===== src/rtl/waterfall_write_arbiter.sv =====
// waterfall_write_arbiter: FIFO-buffered round-robin arbiter sharing the column write port between low and high bands
module waterfall_write_arbiter #(
    parameter int DATA_WIDTH = 16,
    parameter int LINES      = 480,
    parameter int ADDR_WIDTH = 10,
    parameter int FIFO_DEPTH = 4
) (
    input  logic                  clk_data,
    input  logic                  reset_n,
    input  logic                  low_sink_valid,
    input  logic [DATA_WIDTH-1:0] low_sink_data,
    input  logic                  low_sink_sop,
    input  logic                  high_sink_valid,
    input  logic [DATA_WIDTH-1:0] high_sink_data,
    input  logic                  high_sink_sop,
    output logic                  wr_en,
    input  logic                  wr_ready,
    output logic                  wr_sel,
    output logic [ADDR_WIDTH-1:0] wr_addr,
    output logic [DATA_WIDTH-1:0] wr_data,
    output logic                  low_frame_done,
    output logic                  high_frame_done,
    output logic                  low_overflow,
    output logic                  high_overflow,
    input  logic                  clear_overflow
);
    localparam int PW = $clog2(FIFO_DEPTH);
    localparam logic [PW:0] FULL_CNT = (PW + 1)'(FIFO_DEPTH);
    localparam logic [ADDR_WIDTH-1:0] LAST = ADDR_WIDTH'(LINES - 1);

    logic [DATA_WIDTH:0] mem_l [FIFO_DEPTH];
    logic [DATA_WIDTH:0] mem_h [FIFO_DEPTH];
    logic [PW:0] wp_l, rp_l, wp_h, rp_h;
    logic [ADDR_WIDTH-1:0] cnt_l, cnt_h, addr_sel, addr_next;
    logic [DATA_WIDTH:0] head;
    logic last_high, empty_l, empty_h, full_l, full_h, xfer, reload;
    logic pop_l, pop_h, push_l, push_h, drop_l, drop_h;

    // Pointers carry one extra wrap bit so full and empty are distinguishable.
    always_comb begin
        empty_l   = wp_l == rp_l;
        empty_h   = wp_h == rp_h;
        full_l    = (wp_l - rp_l) == FULL_CNT;
        full_h    = (wp_h - rp_h) == FULL_CNT;
        xfer      = wr_en && wr_ready;
        reload    = !wr_en || wr_ready;
        pop_l     = reload && !empty_l && (empty_h || last_high);
        pop_h     = reload && !empty_h && !pop_l;
        push_l    = low_sink_valid && (!full_l || pop_l);
        push_h    = high_sink_valid && (!full_h || pop_h);
        drop_l    = low_sink_valid && !push_l;
        drop_h    = high_sink_valid && !push_h;
        head      = pop_h ? mem_h[rp_h[PW-1:0]] : mem_l[rp_l[PW-1:0]];
        addr_sel  = head[DATA_WIDTH] ? '0 : (pop_h ? cnt_h : cnt_l);
        addr_next = addr_sel == LAST ? '0 : addr_sel + 1'b1;
    end

    always_ff @(posedge clk_data or negedge reset_n) begin
        if (!reset_n) begin
            wp_l            <= '0;
            rp_l            <= '0;
            wp_h            <= '0;
            rp_h            <= '0;
            cnt_l           <= '0;
            cnt_h           <= '0;
            last_high       <= 1'b1;
            wr_en           <= 1'b0;
            wr_sel          <= 1'b0;
            wr_addr         <= '0;
            wr_data         <= '0;
            low_frame_done  <= 1'b0;
            high_frame_done <= 1'b0;
            low_overflow    <= 1'b0;
            high_overflow   <= 1'b0;
        end else begin
            if (push_l) wp_l <= wp_l + 1'b1;
            if (push_h) wp_h <= wp_h + 1'b1;
            if (pop_l) rp_l <= rp_l + 1'b1;
            if (pop_h) rp_h <= rp_h + 1'b1;
            if (pop_l) cnt_l <= addr_next;
            if (pop_h) cnt_h <= addr_next;
            if (reload) wr_en <= pop_l || pop_h;
            if (pop_l || pop_h) begin
                last_high <= pop_h;
                wr_sel    <= pop_h;
                wr_addr   <= addr_sel;
                wr_data   <= head[DATA_WIDTH-1:0];
            end
            low_frame_done  <= xfer && !wr_sel && wr_addr == LAST;
            high_frame_done <= xfer && wr_sel && wr_addr == LAST;
            low_overflow    <= drop_l || (low_overflow && !clear_overflow);
            high_overflow   <= drop_h || (high_overflow && !clear_overflow);
        end
    end

    always_ff @(posedge clk_data) begin
        if (push_l) mem_l[wp_l[PW-1:0]] <= {low_sink_sop, low_sink_data};
        if (push_h) mem_h[wp_h[PW-1:0]] <= {high_sink_sop, high_sink_data};
    end
endmodule

===== config.mk =====
export PLATFORM = sky130hd
export DESIGN_NAME = waterfall_write_arbiter
export DESIGN_NICKNAME = d
export VERILOG_FILES = /design/src/rtl/waterfall_write_arbiter.sv
export SDC_FILE = /design/constraint.sdc
export NUM_CORES = 1
export LEC_CHECK = 0
export CORE_MARGIN = 2
export CORE_UTILIZATION = 43
export CTS_BUF_LIST = sky130_fd_sc_hd__clkbuf_4 sky130_fd_sc_hd__clkbuf_8
export DETAILED_ROUTE_END_ITERATION = 10
export GPL_TIMING_DRIVEN = 1
export HOLD_SLACK_MARGIN = 0.08
export MAX_ROUTING_LAYER = met4
export RECOVER_POWER = 25
export SLEW_MARGIN = 20
export SYNTH_ARGS = -nofsm -noshare
export SYNTH_HDL_FRONTEND = slang
export SYNTH_SLANG_ARGS = --single-unit

===== constraint.sdc =====
create_clock -name clk_data -period 5.6 [get_ports clk_data]
set_clock_uncertainty 0.2 [all_clocks]
set_input_delay 1.68 -clock clk_data [delete_from_list [all_inputs] [get_ports clk_data]]
set_output_delay 1.68 -clock clk_data [all_outputs]
set_load 0.02 [all_outputs]

==> key figures <==
Outcome
  • Status: completed

Synthesis
  • Cell Area, Synth: 0.00847 mm2
  • Multiplexer area fraction after synthesis: 0.102
  • Post-synthesis compound-gate area fraction: 0.0738
  • Post-synth top flop: edfxtp_1
  • Synth Register Bits: 201
  • Synthesized instance count: approximately 580
  • Post-synthesis sequential area ratio: 0.675
  • Synth Area per Inst: 14.7 um2
  • Largest family of logic cells by synthesized area: multiplexers
  • Yosys cell types: 52
  • Synth Area in Adders: 0.0222
  • Synth Warn #: 0
  • Simple-gate share of the synthesized area: 0.0900
  • Post-Synth XOR/XNOR Area: 0.0186
  • Post-synth EDFFs: 136
  • Mapped Nets: 631
  • Fraction of registers with async set/reset: 0.323

CTS
  • Max Root-Sink Buffers: 3
  • CTS tree: yes
  • Post-CTS Resized: 0
  • Setup Buffers After CTS: 0
  • Clk root buf: clkbuf_8
  • Cts bufs inserted: 35
  • Clock Sinks: about 200
  • Worst skew pair latency: 520 ps
  • Hold-fix buffers at CTS: 0
  • CTS HTree Levels: 2
  • CTS clk-pin slew, worst paths: 60 ps

Pwr
  • Psw: 0.00220 W
  • Part of the power in the clock network: 0.225
  • Register share of total power: 0.378
  • LEAKAGE: approximately 3.8 nW
  • Tot Pwr: 0.00600 W
  • Combinational Power Share: 0.398
  • Peak supply drop: about 360 uV
  • Cell Int Power: 0.00379 W
  • Switching Share: 0.368
  • Power density over the cells: roughly 580 mW/mm2

Setup path
  • Delay-heaviest family, CP: simple AND/OR/NAND/NOR gates
  • End of the worst register-to-register path: cnt_h[7]
  • Critical path type: in2reg
  • Most used cell, CP: or4_4
  • Worst r2r src: rp_h[0]
  • Worst Setup End Kind: register
  • Crit path to: cnt_h[7]
  • Crit path DAT: 4960 ps
  • R2R cell count: 12
  • Worst Setup SP: wr_ready
  • CP Buf/Inv Count: 1
  • Critical path fanouts, max: 10
  • R2r setup slk: 1510 ps
  • Critical Path Max Stage Delay: between 500 and 600 ps
  • Crit start category: input port
  • CP cell instances: clkdlybuf4s50_1, nand2b_1, o21a_1, nand2_1, o21ai_0, ha_1, nand3_1, or4_4, or4_4, a21oi_4, o21ai_1
  • CP max-delay cell: clkdlybuf4s50_1
  • Required time of the critical path: 5780 ps
  • WP depth: 11

Timing
  • Setup WS post-layout: 818 ps
  • Final hold vios: 0
  • Final setup TNS: 0 ps
  • Worst slew margin: 0.323
  • Final period utilization: 0.854
  • Slew Viols, Final: 0
  • Worst Max-Slew Pin Slew: 1010 ps
  • Fin crit period: 4780 ps
  • FMAX: 209 MHz
  • RSZ-0062 raised after global routing: no
  • Finish-stage setup viols: 0

Global route
  • GRT Resource Usage Total: 0.197
  • Met3 Use GR: 0.0407
  • Vias in the first global route: between 5000 and 6000
  • Initial antenna violation count: 0
  • First-pass GRT wire length: 29.7 mm
  • GR Layer Usage met1: 0.264
  • Grt ovf: 0
  • Largest net degree at the start of global routing: 37
  • GR Util met2: 0.300
  • Busiest grt layer: met2

Finish
  • Design area: a little over 0.01 mm2
  • Antenna cells: 0
  • Nets: 731
  • Proportion of layout cells with a drive suffix above 1: 0.184
  • Final non-filler cell total: 966
  • Area Growth Syn to Fin: 21.1%

Worst hold path
  • Min-Delay Path Class: reg2reg

Routing
  • DR WL/cell: approximately 20 um
  • Pre-antenna DRT Iters: 5
  • Post-route DRC: 0
  • DR vias: slightly above 5000
  • Routed vias/inst: 5.35
  • Routed wire length: approximately 19 mm
  • Iter 0 DRT Violations: 348
  • Routed Antenna Nets: 0

Die
  • Die area: between 0.02 and 0.025 mm2
  • Core area: 0.0194 mm2
  • Initial Utilization: 0.436
  • Row count: 51
  • Die H: 144 um
  • Die X: 144 um
  • IO Pins: 72

Placement
  • PortBufs: 71
  • Worst slack at placement: 320 ps
  • Post-place instance area: approximately 0.0095 mm2
  • Routability cong.: just over 0.9
  • Inst Count DP: 904
  • Post-DP HPWL: 12.4 mm

Flow run
  • Max cap viols: 0
## power groups by stage
| stage | sequential, W | clock, W | combinational, W |
|---|---|---|---|
| after CTS | 0.00227 | 0.00138 | 0.00244 |
| after global routing | 0.00231 | 0.00145 | 0.00265 |
| after global placement | 0.00228 | 0 | 0.00240 |
| after detailed placement | 0.00229 | 0 | 0.00243 |
| final | 0.00227 | 0.00135 | 0.00238 |
| after floorplan | 0.00235 | 0 | 0.00149 |
## cells by family after synthesis
kind of cell,Yosys count
adders and majority gates,15
AOI/OAI and AO/OA,96
DFF,201
muxes,43
and+or+nand+nor,163
buffers and inverters,40
xor gates and xnor gates,18
## worst reg2reg max path: stages, from the launching register on
cell	delay (ps)
dfrtp_1	320
buf_4	370
ha_1	310
nand2_1	140
o21a_1	240
nand2_1	250
o21ai_0	310
ha_1	340
nand3_1	130
or4_4	450
or4_4	440
a21oi_4	320
o21ai_1	120
## flip-flops by register name (all words and copies together) (netlist names)
signal           flops
cnt_l               10
mem_h               68
high_frame_done      1
rp_l                 3
rp_h                 3
wr_addr             10
mem_l               68
last_high            1
wp_l                 3
wr_en                1
high_overflow        1
wp_h                 3
wr_data             16
low_frame_done       1
wr_sel               1
low_overflow         1
cnt_h               10
## worst min-delay path by stage
stage	to	depth (start not counted)	slack, ps	startpoint
after floorplan	wp_h[2]	1	260	wp_h[2]
after global placement	low_frame_done	1	260	wr_sel
after detailed placement	wr_data[14]	2	270	wr_data[14]
after CTS	wp_h[2]	1	290	wp_h[2]
after global routing	low_frame_done	1	300	wr_sel
final	low_frame_done	1	280	wr_sel
## layout by cell type, fill, tap and decap left out, drive strengths merged, types with 3 or more instances in the layout
cell | netlist | final
clkbuf | 20 | 58
nand2 | 67 | 67
clkdlybuf4s50 | 0 | 43
mux2 | 5 | 5
a31oi | 17 | 17
mux4 | 34 | 34
edfxtp | 136 | 136
a21oi | 17 | 17
xnor2 | 12 | 12
xor2 | 6 | 6
buf | 7 | 20
dlygate4sd3 | 0 | 27
mux2i | 4 | 4
a22oi | 7 | 7
o31ai | 8 | 8
ha | 15 | 15
nor2 | 38 | 38
and2 | 9 | 9
nor2b | 4 | 4
or4 | 4 | 4
dfrtp | 64 | 64
inv | 13 | 14
and3 | 5 | 5
o21ai | 25 | 25
nand4 | 5 | 5
o211a | 3 | 3
and4 | 3 | 3
nand3 | 15 | 15
## per-layer routing
layer,up-vias,share of wire
met1,2581,0.44
met4,0,0.024
met5,-,0
met2,154,0.48
li1,2393,-
met3,36,0.055
## synthesized netlist by cell type, drive strengths merged (2+ instances only)
cell    number  area (um2)
xnor2       12         105
nor4         2        12.5
nand3       15        75.1
xor2         6        52.6
and3         5        31.3
mux2i        4        40.0
ha          15         188
o211a        3        30.0
or3          2        12.5
nor2b        4        25.0
inv         13        48.8
o31ai        8        60.1
or4          4        37.5
a21oi       17        96.4
and4         3        26.3
o22ai        2        12.5
a211o        2        17.5
and2         9        56.3
nand2b       2        12.5
o21ai       25         125
nor3         2        10.0
a21boi       2        15.0
clkbuf      20        75.1
edfxtp     136        4080
a31oi       17         106
nand2       67         251
a31o         2        17.5
a22oi        7        52.6
or2          2        12.5
dfrtp       64        1600
mux4        34         766
nand4        5        31.3
nor2        38         143
o21a         2        15.0
buf          7        36.3
a211oi       2        15.0
nand4b       2        17.5
mux2         5        56.3
## cell type report
class	instances	area, um2
Fill cell	1641	9150
Sequential cell	201	5710
Multi-Input combinational cell	335	2600
Timing Repair Buffer	90	848
Clock buffer	58	686
Tap cell	265	332
Inverter	13	48.8
Clock inverter	4	27.5
## per-stage QoR
stage	util	hold WS, ps
2_1_floorplan	-	261
3_3_place_gp	0.492	256
3_5_place_dp	0.492	273
4_1_cts	0.528	288
5_1_grt	0.528	304
6_report	0.528	283
Power figures use the tool's default switching activity.
